`src/rtl/fp16_div_mant_iter.sv`:
```
// FP16 mantissa divider back-end: restoring divide, one quotient bit per
// cycle, then normalize and pack the half-precision result behind a
// valid/ready handshake. Exception codes from the front-end bypass the
// iteration and produce Inf or signed zero directly.
module fp16_div_mant_iter #(
  parameter int MANT_W = 10,
  parameter int EXP_W  = 5,
  parameter int QBITS  = 12
) (
  input  logic                    clock,
  input  logic                    reset,
  input  logic                    io_in_valid,
  output logic                    io_in_ready,
  input  logic [EXP_W-1:0]        io_exp_in,
  input  logic [MANT_W-1:0]       io_mant1,
  input  logic [MANT_W-1:0]       io_mant2,
  input  logic                    io_sign,
  input  logic [1:0]              io_except_code,
  output logic                    io_out_valid,
  input  logic                    io_out_ready,
  output logic [EXP_W+MANT_W:0]   io_result,
  output logic [1:0]              io_flags
);

  localparam int CNT_W = $clog2(QBITS);

  typedef enum logic [1:0] {
    IDLE,
    BUSY,
    DONE
  } state_t;

  state_t state, state_next;

  logic [MANT_W+1:0] rem;
  logic [MANT_W:0]   div_b;
  logic [QBITS-1:0]  q;
  logic [CNT_W-1:0]  cnt;
  logic [EXP_W-1:0]  exp_r;
  logic              sign_r;

  logic              accept;
  logic              last_iter;
  logic              ge;
  logic [MANT_W+1:0] rem_sub;
  logic [MANT_W+1:0] rem_next;
  logic [QBITS-1:0]  q_next;
  logic [MANT_W-1:0] norm_mant;
  logic [EXP_W-1:0]  norm_exp;
  logic              norm_uf;
  logic              norm_of;

  assign io_in_ready  = (state == IDLE);
  assign io_out_valid = (state == DONE);
  assign accept       = io_in_valid && io_in_ready;
  assign last_iter    = (cnt == CNT_W'(QBITS - 1));

  // One restoring-divide step plus normalization of the resulting quotient
  always_comb begin
    ge       = (rem >= {1'b0, div_b});
    rem_sub  = ge ? (rem - {1'b0, div_b}) : rem;
    rem_next = {rem_sub[MANT_W:0], 1'b0};
    q_next   = {q[QBITS-2:0], ge};
    norm_uf  = 1'b0;
    if (q_next[QBITS-1]) begin
      norm_mant = q_next[QBITS-2 -: MANT_W];
      norm_exp  = exp_r;
    end else begin
      norm_mant = q_next[MANT_W-1:0];
      norm_exp  = exp_r - 1'b1;
      norm_uf   = (exp_r == '0);
    end
    norm_of = (norm_exp == '1) && !norm_uf;
  end

  // State register
  always_ff @(posedge clock) begin
    if (reset) state <= IDLE;
    else       state <= state_next;
  end

  // Next-state decode
  always_comb begin
    state_next = state;
    unique case (state)
      IDLE: if (accept) state_next = (io_except_code == 2'd0) ? BUSY : DONE;
      BUSY: if (last_iter) state_next = DONE;
      DONE: if (io_out_ready) state_next = IDLE;
      default: state_next = IDLE;
    endcase
  end

  // Operand latch, iteration registers and result packing
  always_ff @(posedge clock) begin
    if (reset) begin
      rem       <= '0;
      div_b     <= '0;
      q         <= '0;
      cnt       <= '0;
      exp_r     <= '0;
      sign_r    <= 1'b0;
      io_result <= '0;
      io_flags  <= 2'd0;
    end else begin
      if (accept) begin
        rem    <= {2'b01, io_mant1};
        div_b  <= {1'b1, io_mant2};
        q      <= '0;
        cnt    <= '0;
        exp_r  <= io_exp_in;
        sign_r <= io_sign;
        if (io_except_code == 2'd1) begin
          io_result <= {io_sign, {EXP_W{1'b1}}, {MANT_W{1'b0}}};
          io_flags  <= 2'd1;
        end else if (io_except_code != 2'd0) begin
          io_result <= {io_sign, {(EXP_W+MANT_W){1'b0}}};
          io_flags  <= 2'd2;
        end
      end else if (state == BUSY) begin
        rem <= rem_next;
        q   <= q_next;
        cnt <= cnt + 1'b1;
        if (last_iter) begin
          if (norm_uf) begin
            io_result <= {sign_r, {(EXP_W+MANT_W){1'b0}}};
            io_flags  <= 2'd2;
          end else if (norm_of) begin
            io_result <= {sign_r, {EXP_W{1'b1}}, {MANT_W{1'b0}}};
            io_flags  <= 2'd1;
          end else begin
            io_result <= {sign_r, norm_exp, norm_mant};
            io_flags  <= 2'd0;
          end
        end
      end
    end
  end

endmodule

```
`config.mk`:
```
export PLATFORM = sky130hd
export DESIGN_NAME = fp16_div_mant_iter
export DESIGN_NICKNAME = d
export VERILOG_FILES = /design/src/rtl/fp16_div_mant_iter.sv
export SDC_FILE = /design/constraint.sdc
export NUM_CORES = 1
export LEC_CHECK = 0
export ABC_CLOCK_PERIOD_IN_PS = 2900
export BUFFER_PORTS_ARGS = -buffer_cell sky130_fd_sc_hd__buf_4
export CAP_MARGIN = 20
export CORE_MARGIN = 2
export CORE_UTILIZATION = 59
export CTS_BUF_LIST = sky130_fd_sc_hd__clkbuf_2 sky130_fd_sc_hd__clkbuf_4 sky130_fd_sc_hd__clkbuf_8
export DETAILED_ROUTE_END_ITERATION = 16
export HOLD_SLACK_MARGIN = 0.02
export PLACE_DENSITY = 0.83
export SYNTH_ARGS = -nofsm -noshare
export SYNTH_HDL_FRONTEND = slang
export SYNTH_SLANG_ARGS = --single-unit
```
`constraint.sdc`:
```
create_clock -name clock -period 2.9 [get_ports clock]
set_clock_uncertainty 0.15 [all_clocks]
set_input_delay 0.435 -clock clock [delete_from_list [all_inputs] [get_ports clock]]
set_output_delay 0.435 -clock clock [all_outputs]
set_load 0.1 [all_outputs]
```
==> metrics.md, run 1 <==
| Metric | Value |
|---|---|
| Status | `complete, no violations` |
| FF-to-FF Start | `rem[0]` |
| Critical-path cell list | `inv_1, ha_1, fa_1, nand2b_1, a21oi_2, a41o_1, a211o_1, buf_4, nor4b_1, a311o_1` |
| Initial antenna violation count | `0` |
| Tmin final | `about 2.5 ns` |
| CTS tree | `built` |
| DIE AREA | `slightly above 6000 sq um` |
| Number of global-route vias before repair | `between 2000 and 3000` |
| Num CTS Buffers | `9` |
| Min-delay worst type | `in -> reg` |
| Cell area power density | `roughly 630 nW/um^2` |
| Die W | `78.8 um` |
| First-pass GRT wire length | `about 13000 um` |
| Placed cells | `between 500 and 600` |
| Die Ht | `about 80 um` |
| Core ar. | `about 5500 sq um` |
| Critical path endpoint | `rem[7]` |
| 1st-iter DRT viols | `between 200 and 250` |
| R2r endpoint | `rem[7]` |
| Clock sinks | `64` |
| Setup CP Type | `reg -> reg` |
| DP HPWL | `roughly 5400 um` |
| Layout Cells excl Fill | `526` |
| WL per Instance | `about 15 um` |
| Crit. Startpoint | `rem[0]` |
| Number of synthesized flops with an enable pin | `0` |
| Arrival time worst endpoint | `~2.6 ns` |
| Syn Inst Count | `~400` |
| Slowest cell delay on critical path | `just over 0.4 ns` |
| Post-synth top flop | `dfxtp_1` |
| Tot Pwr | `2.51 mW` |
| Setup Total Neg Slack | `0 ns` |
| Clk Latency, worst-skew pair | `roughly 0.34 ns` |
| Fin. max-slew vios | `0` |
| RePlAce Congestion | `approximately 0.89` |
| Clock-pin transition on the worst setup and hold timing paths | `approximately 0.07 ns` |
| Crit path capture type | `register` |
| Vias per cell | `5.69` |
| Req. time, crit path | `approximately 3.0 ns` |
| Placement row count | `27` |
| Starting Density | `between 60% and 70%` |
| CTS Hold Bufs | `0` |
| Sequential share of the synthesized area | `slightly below 40%` |
| # Max-Cap Violations | `0` |
| Share of cells above drive strength 1 | `19.8%` |
| Yosys warnings | `0` |
| Total grt overflow | `0` |
| Final setup viols | `0` |
| Pleak | `around 1.6 nW` |
| Slew @ Worst Pin | `about 0.67 ns` |
| Post-CTS Setup Repair Bufs | `0` |
| R2R Setup Slk | `between 0.3 and 0.4 ns` |
| Nets@finish | `between 400 and 500` |
| Largest net degree at the start of global routing | `34` |
| Synthesis-to-layout area growth | `20.1%` |
| Drt total wl | `~7700 um` |
| Synth Register Bits | `64` |
| Distinct cell type count after synthesis | `52` |
| Reg2Reg Depth | `10` |
| Critical-path maximum fanout | `10` |
| Worst path slowest cell | `fa_1` |
| Tot GR Track Use | `roughly a quarter` |
| First-pass iteration count of the detailed router | `4` |
| Final cycle utilization of the critical path | `87.0%` |
| Max_slew headroom | `around 55%` |
| Via count | `2992` |
| Ports | `52` |
| Final worst setup slack | `0.378 ns` |
| Async set or reset register ratio after synthesis | `0%` |
| Final-report hold violation count | `0` |
| FMAX | `around 400 MHz` |
| Mapped Nets | `450` |
| VDD IR max | `between 0.0003 and 0.0004 V` |
| Pre-CTS setup slack | `approximately 0.46 ns` |
| IO Port Bufs | `between 50 and 60` |
| Drt drc | `0` |
| Nature of the critical path startpoint | `register` |
| Max Root-Sink Buffers | `2` |
| Post-cts sizing count | `0` |
| Synthesized area | `approximately 3300 sq um` |
| Fillers | `approximately 450` |
| Htree depth | `3` |
| Routed Antenna Nets | `0` |
| Post-Synthesis Mean Instance Area | `8.18 sq um` |
| Worst hold path depth | `3` |
| Antenna cell count | `0` |
| CTS root buffer | `clkbuf_8` |
| RSZ-0062 raised after global routing | `no` |
| Hold slack | `0.187 ns` |
==> registers in the layout, summed over array words and instances (netlist names) <==
signal and cells:
exp_r 5, div_b 11, cnt 4, io_result 16, io_flags 2, state 2
rem 12, q 11, sign_r 1
==> worst max-delay path, delay by kind of cell (launching register included) <==
family | cells | cell delay (ns)
compound gates | 4 | 0.81
fa+ha+maj | 2 | 0.63
flops | 1 | 0.33
buf+inv | 2 | 0.25
simple gates | 2 | 0.24
==> per-layer routing <==
metal  up-vias  wire length, um  global-route usage, %
met1      1404             3490                   34.4
met5         -                0                      0
met2        78             3630                   45.3
met3         6              467                   6.25
li1       1504                -                      -
met4         0               56                   6.90
==> report_power, final <==
part | total, mW | internal [mW] | switching (mW)
clock network | 0.902 | 0.573 | 0.328
logic | 0.649 | 0.250 | 0.399
registers | 0.957 | 0.922 | 0.0348
total | 2.51 | 1.75 | 0.762
==> per-stage QoR <==
step | area [sq um] | util, %
2_1_floorplan | 3310 | -
3_3_place_gp | 3730 | 68.1
3_5_place_dp | 3730 | 68.1
4_1_cts | 3970 | 72.5
5_1_grt | 3970 | 72.5
6_report | 3970 | 72.5
==> how the worst min path moves through the flow <==
stage               slack, ns         to         start
floorplan                0.29  div_b[10]     div_b[10]
global placement         0.29   div_b[9]      div_b[9]
global route             0.19   exp_r[3]  io_exp_in[3]
detailed placement       0.30   div_b[3]      div_b[3]
CTS                      0.18     rem[0]   io_mant1[0]
finish                   0.19   div_b[1]   io_mant2[1]
==> synth_stat cells (all sizes together), types with 7 or more instances <==
cell,number,area (sq um)
nor2b,7,46.3
mux2,9,101
nand2b,7,43.8
nor3,7,35.0
nand2,63,236
ha,13,163
clkbuf,13,48.8
a21oi,44,224
nor2,42,158
buf,12,70.1
inv,19,71.3
dfxtp,64,1280
xnor2,7,61.3
mux2i,9,90.1
a22oi,20,150
o21ai,11,55.1
==> kinds of logic after synthesis <==
logic type	count (synthesis)	synth area share, %
flip-flops	64	38.8
XOR/XNOR	12	3.18
adder cells (fa/ha/maj)	14	5.53
buffers and inverters	44	5.76
AO/OA/AOI/OAI	108	20.9
AND/OR/NAND/NOR	144	20.1
multiplexers	18	5.79
==> layout make-up <==
| class | instances | area (sq um) | area share [%] |
|---|---|---|---|
| Timing Repair Buffer | 60 | 450 | 11.4 |
| Clock inverter | 2 | 60.1 | 1.51 |
| Sequential cell | 64 | 1280 | 32.3 |
| Tap cell | 72 | 90.1 | 2.27 |
| Multi-Input combinational cell | 296 | 1840 | 46.3 |
| Inverter | 19 | 71.3 | 1.80 |
| Clock buffer | 13 | 179 | 4.51 |
==> placed cells by master, fill, tap and decap left out, drive strengths merged, types with 9 or more instances in the layout <==
cell type,synthesis,routed
mux2i,9,9
nand2,63,63
buf,12,60
mux2,9,9
a22oi,20,20
inv,19,19
a21oi,44,44
dfxtp,64,64
o21ai,11,11
nor2,42,42
clkbuf,13,13
ha,13,13
Note: power is estimated with default switching activity, not from simulation.
==> run 2, diff against run 1 <==
- CORE_ASPECT_RATIO: unset -> 2
==> metrics.md, run 2 (synthesized netlist as in run 1, its figures left out) <==
| Metric | Value |
|---|---|
| FMAX | `403 MHz (was 397 MHz)` |
| Worst hold start | `io_exp_in[2] (was io_mant2[1])` |
| Vias per cell | `5.87 (was 5.69)` |
| Commonest non-fill, non-tap cell in the layout | `dfxtp_1 (unchanged)` |
| 1st-iter DRT viols | `117 (was 206)` |
| Setup CP Type | `reg -> reg (unchanged)` |
| Max FFs per register | `16 (unchanged)` |
| Req. time, crit path | `2.99 ns (was 2.98 ns)` |
| Worst hold path depth | `3 (unchanged)` |
| Placement row count | `38 (was 27)` |
| Number of global-route vias before repair | `2922 (was 2942)` |
| Hold EP | `exp_r[2] (was div_b[1])` |
| Htree depth | `3 (unchanged)` |
| Final cycle utilization of the critical path | `85.5% (was 87.0%)` |
| Drt total wl | `7950 um (was 7650 um)` |
| Synthesis-to-layout area growth | `18.0% (was 20.1%)` |
| Final-report hold violation count | `0 (unchanged)` |
| Max_slew headroom | `49.8% (was 55.4%)` |
| VDD IR max | `0.000472 V (was 0.000352 V)` |
| Total grt overflow | `0 (unchanged)` |
| Layout Cells excl Fill | `516 (was 526)` |
| Slew @ Worst Pin | `0.753 ns (was 0.669 ns)` |
| Routed Antenna Nets | `0 (unchanged)` |
| WL per Instance | `15.4 um (was 14.5 um)` |
| Cell area power density | `589 nW/um^2 (was 632 nW/um^2)` |
| # Max-Cap Violations | `0 (unchanged)` |
| R2R Setup Slk | `0.42 ns (was 0.38 ns)` |
| Critical-path maximum fanout | `13 (was 10)` |
| Clock sinks | `64 (unchanged)` |
| Clk network pwr share | `30.0% (was 36.0%)` |
| Switching part of the total | `34.1% (was 30.4%)` |
| First-pass GRT wire length | `12900 um (was 13300 um)` |
| Post-cts sizing count | `0 (unchanged)` |
| Antenna cell count | `0 (unchanged)` |
| Hold slack | `0.179 ns (was 0.187 ns)` |
| Largest registers | `io_result (16), rem (12) (unchanged)` |
| RSZ-0062 raised after global routing | `no (unchanged)` |
| Setup Total Neg Slack | `0 ns (unchanged)` |
| Most frequent cells in the layout | `dfxtp_1, nand2_1, buf_4 (unchanged)` |
| CTS tree | `built (unchanged)` |
| Seq pwr share | `41.7% (was 38.2%)` |
| Status | `complete, no violations (unchanged)` |
| Critical-path cell list | `inv_1, ha_1, fa_1, nand2b_1, a21oi_2, a41o_1, a211o_1, buf_4, nor4b_1, a311o_1 (unchanged)` |
| Combinational fraction of design power | `28.3% (was 25.9%)` |
| Pleak | `1.57 nW (was 1.60 nW)` |
| Largest net degree at the start of global routing | `34 (unchanged)` |
| Min-delay worst type | `in -> reg (unchanged)` |
| Fillers | `461 (was 452)` |
| CTS Hold Bufs | `0 (unchanged)` |
| Pre-CTS setup slack | `0.435 ns (was 0.462 ns)` |
| Drt drc | `0 (unchanged)` |
| Clk Latency, worst-skew pair | `0.35 ns (was 0.34 ns)` |
| Slowest cell delay on critical path | `0.40 ns (was 0.41 ns)` |
| Initial antenna violation count | `0 (unchanged)` |
| Placed cells | `500 (was 511)` |
| Clock-pin transition on the worst setup and hold timing paths | `0.07 ns (about the same)` |
| R2r endpoint | `rem[7] (unchanged)` |
| Nets@finish | `497 (was 496)` |
| Die W | `56.9 um (was 78.8 um)` |
| Num CTS Buffers | `9 (unchanged)` |
| IO Port Bufs | `51 (unchanged)` |
| First-pass iteration count of the detailed router | `4 (unchanged)` |
| Core Util, Final | `71.9% (was 72.5%)` |
| Starting Density | `61.0% (was 60.4%)` |
| Final worst setup slack | `0.422 ns (was 0.378 ns)` |
| FF-to-FF Start | `rem[0] (unchanged)` |
| Via count | `3030 (was 2992)` |
| Die Ht | `110 um (was 78.8 um)` |
| Share of cells above drive strength 1 | `20.2% (was 19.8%)` |
| Nature of the critical path startpoint | `register (unchanged)` |
| Psw | `0.784 mW (was 0.762 mW)` |
| Fin. max-slew vios | `0 (unchanged)` |
| CTS root buffer | `clkbuf_8 (unchanged)` |
| DIE AREA | `6250 sq um (was 6210 sq um)` |
| Arrival time worst endpoint | `2.57 ns (was 2.60 ns)` |
| Worst path slowest cell | `fa_1 (unchanged)` |
| Tmin final | `2.48 ns (was 2.52 ns)` |
| Ports | `52 (unchanged)` |
| FF/Latch Area | `1280 sq um (unchanged)` |
| Area occupied by multi-input gates | `1840 sq um (unchanged)` |
| Power Internal | `1.51 mW (was 1.75 mW)` |
| Reg2Reg Depth | `10 (unchanged)` |
| Post-CTS Setup Repair Bufs | `0 (unchanged)` |
| DP HPWL | `5950 um (was 5420 um)` |
| Final setup viols | `0 (unchanged)` |
| Tot GR Track Use | `26.8% (was 26.7%)` |
| RePlAce Congestion | `0.926 (was 0.886)` |
| Core ar. | `5420 sq um (was 5470 sq um)` |
| Max Root-Sink Buffers | `2 (unchanged)` |
| Most flop-heavy register | `io_result (unchanged)` |
| Crit path capture type | `register (unchanged)` |
[run 2: worst max-delay path: cells and delay by family (launching register included)]
family / cells / cell delay [ns]
fa+ha+maj: 2 / 0.62
flops: 1 / 0.34
buf+inv: 2 / 0.26
simple gates: 2 / 0.24
compound gates: 4 / 0.76
[run 2: worst max path at each step]
| stage | from | endpoint | slack (ns) |
|---|---|---|---|
| final | rem[0] | rem[7] | 0.42 |
| after global routing | rem[0] | rem[7] | 0.29 |
| after CTS | rem[0] | rem[7] | 0.43 |
| after detailed placement | rem[0] | rem[7] | 0.44 |
| after global placement | rem[0] | rem[7] | 0.51 |
| after floorplan | state[1] | cnt[0] | 0.38 |
[run 2: final cells by class]
cell class / count / area share [%]
Multi-Input combinational cell: 296 / 47.1
Sequential cell: 64 / 32.9
Timing Repair Buffer: 61 / 11.7
Clock buffer: 11 / 3.72
Tap cell: 60 / 1.93
Inverter: 19 / 1.83
Clock inverter: 5 / 0.834
[run 2: per-layer routing]
metal	wire [um]	share of wire, %	global-route usage, %	up-vias
met4	280	3.5	16.3	0
met3	289	3.6	4.71	21
li1	-	-	-	1505
met2	4390	55	49.8	79
met1	2990	38	26.9	1425
met5	0	0	0	-
[run 2: metrics by stage]
| stage | total power [mW] | instance area [sq um] |
|---|---|---|
| 3_5_place_dp | 1.62 | 3720 |
| 3_3_place_gp | 1.60 | 3720 |
| 5_1_grt | 2.40 | 3900 |
| 2_1_floorplan | 1.47 | 3310 |
| 4_1_cts | 2.31 | 3900 |
| 6_report | 2.30 | 3900 |
[run 2: power groups by stage]
stage	clock, mW	combinational, mW	sequential, mW
after floorplan	0	0.434	1.03
after global routing	0.727	0.708	0.963
after global placement	0	0.626	0.974
after detailed placement	0	0.647	0.977
after CTS	0.703	0.649	0.956
final	0.689	0.650	0.957
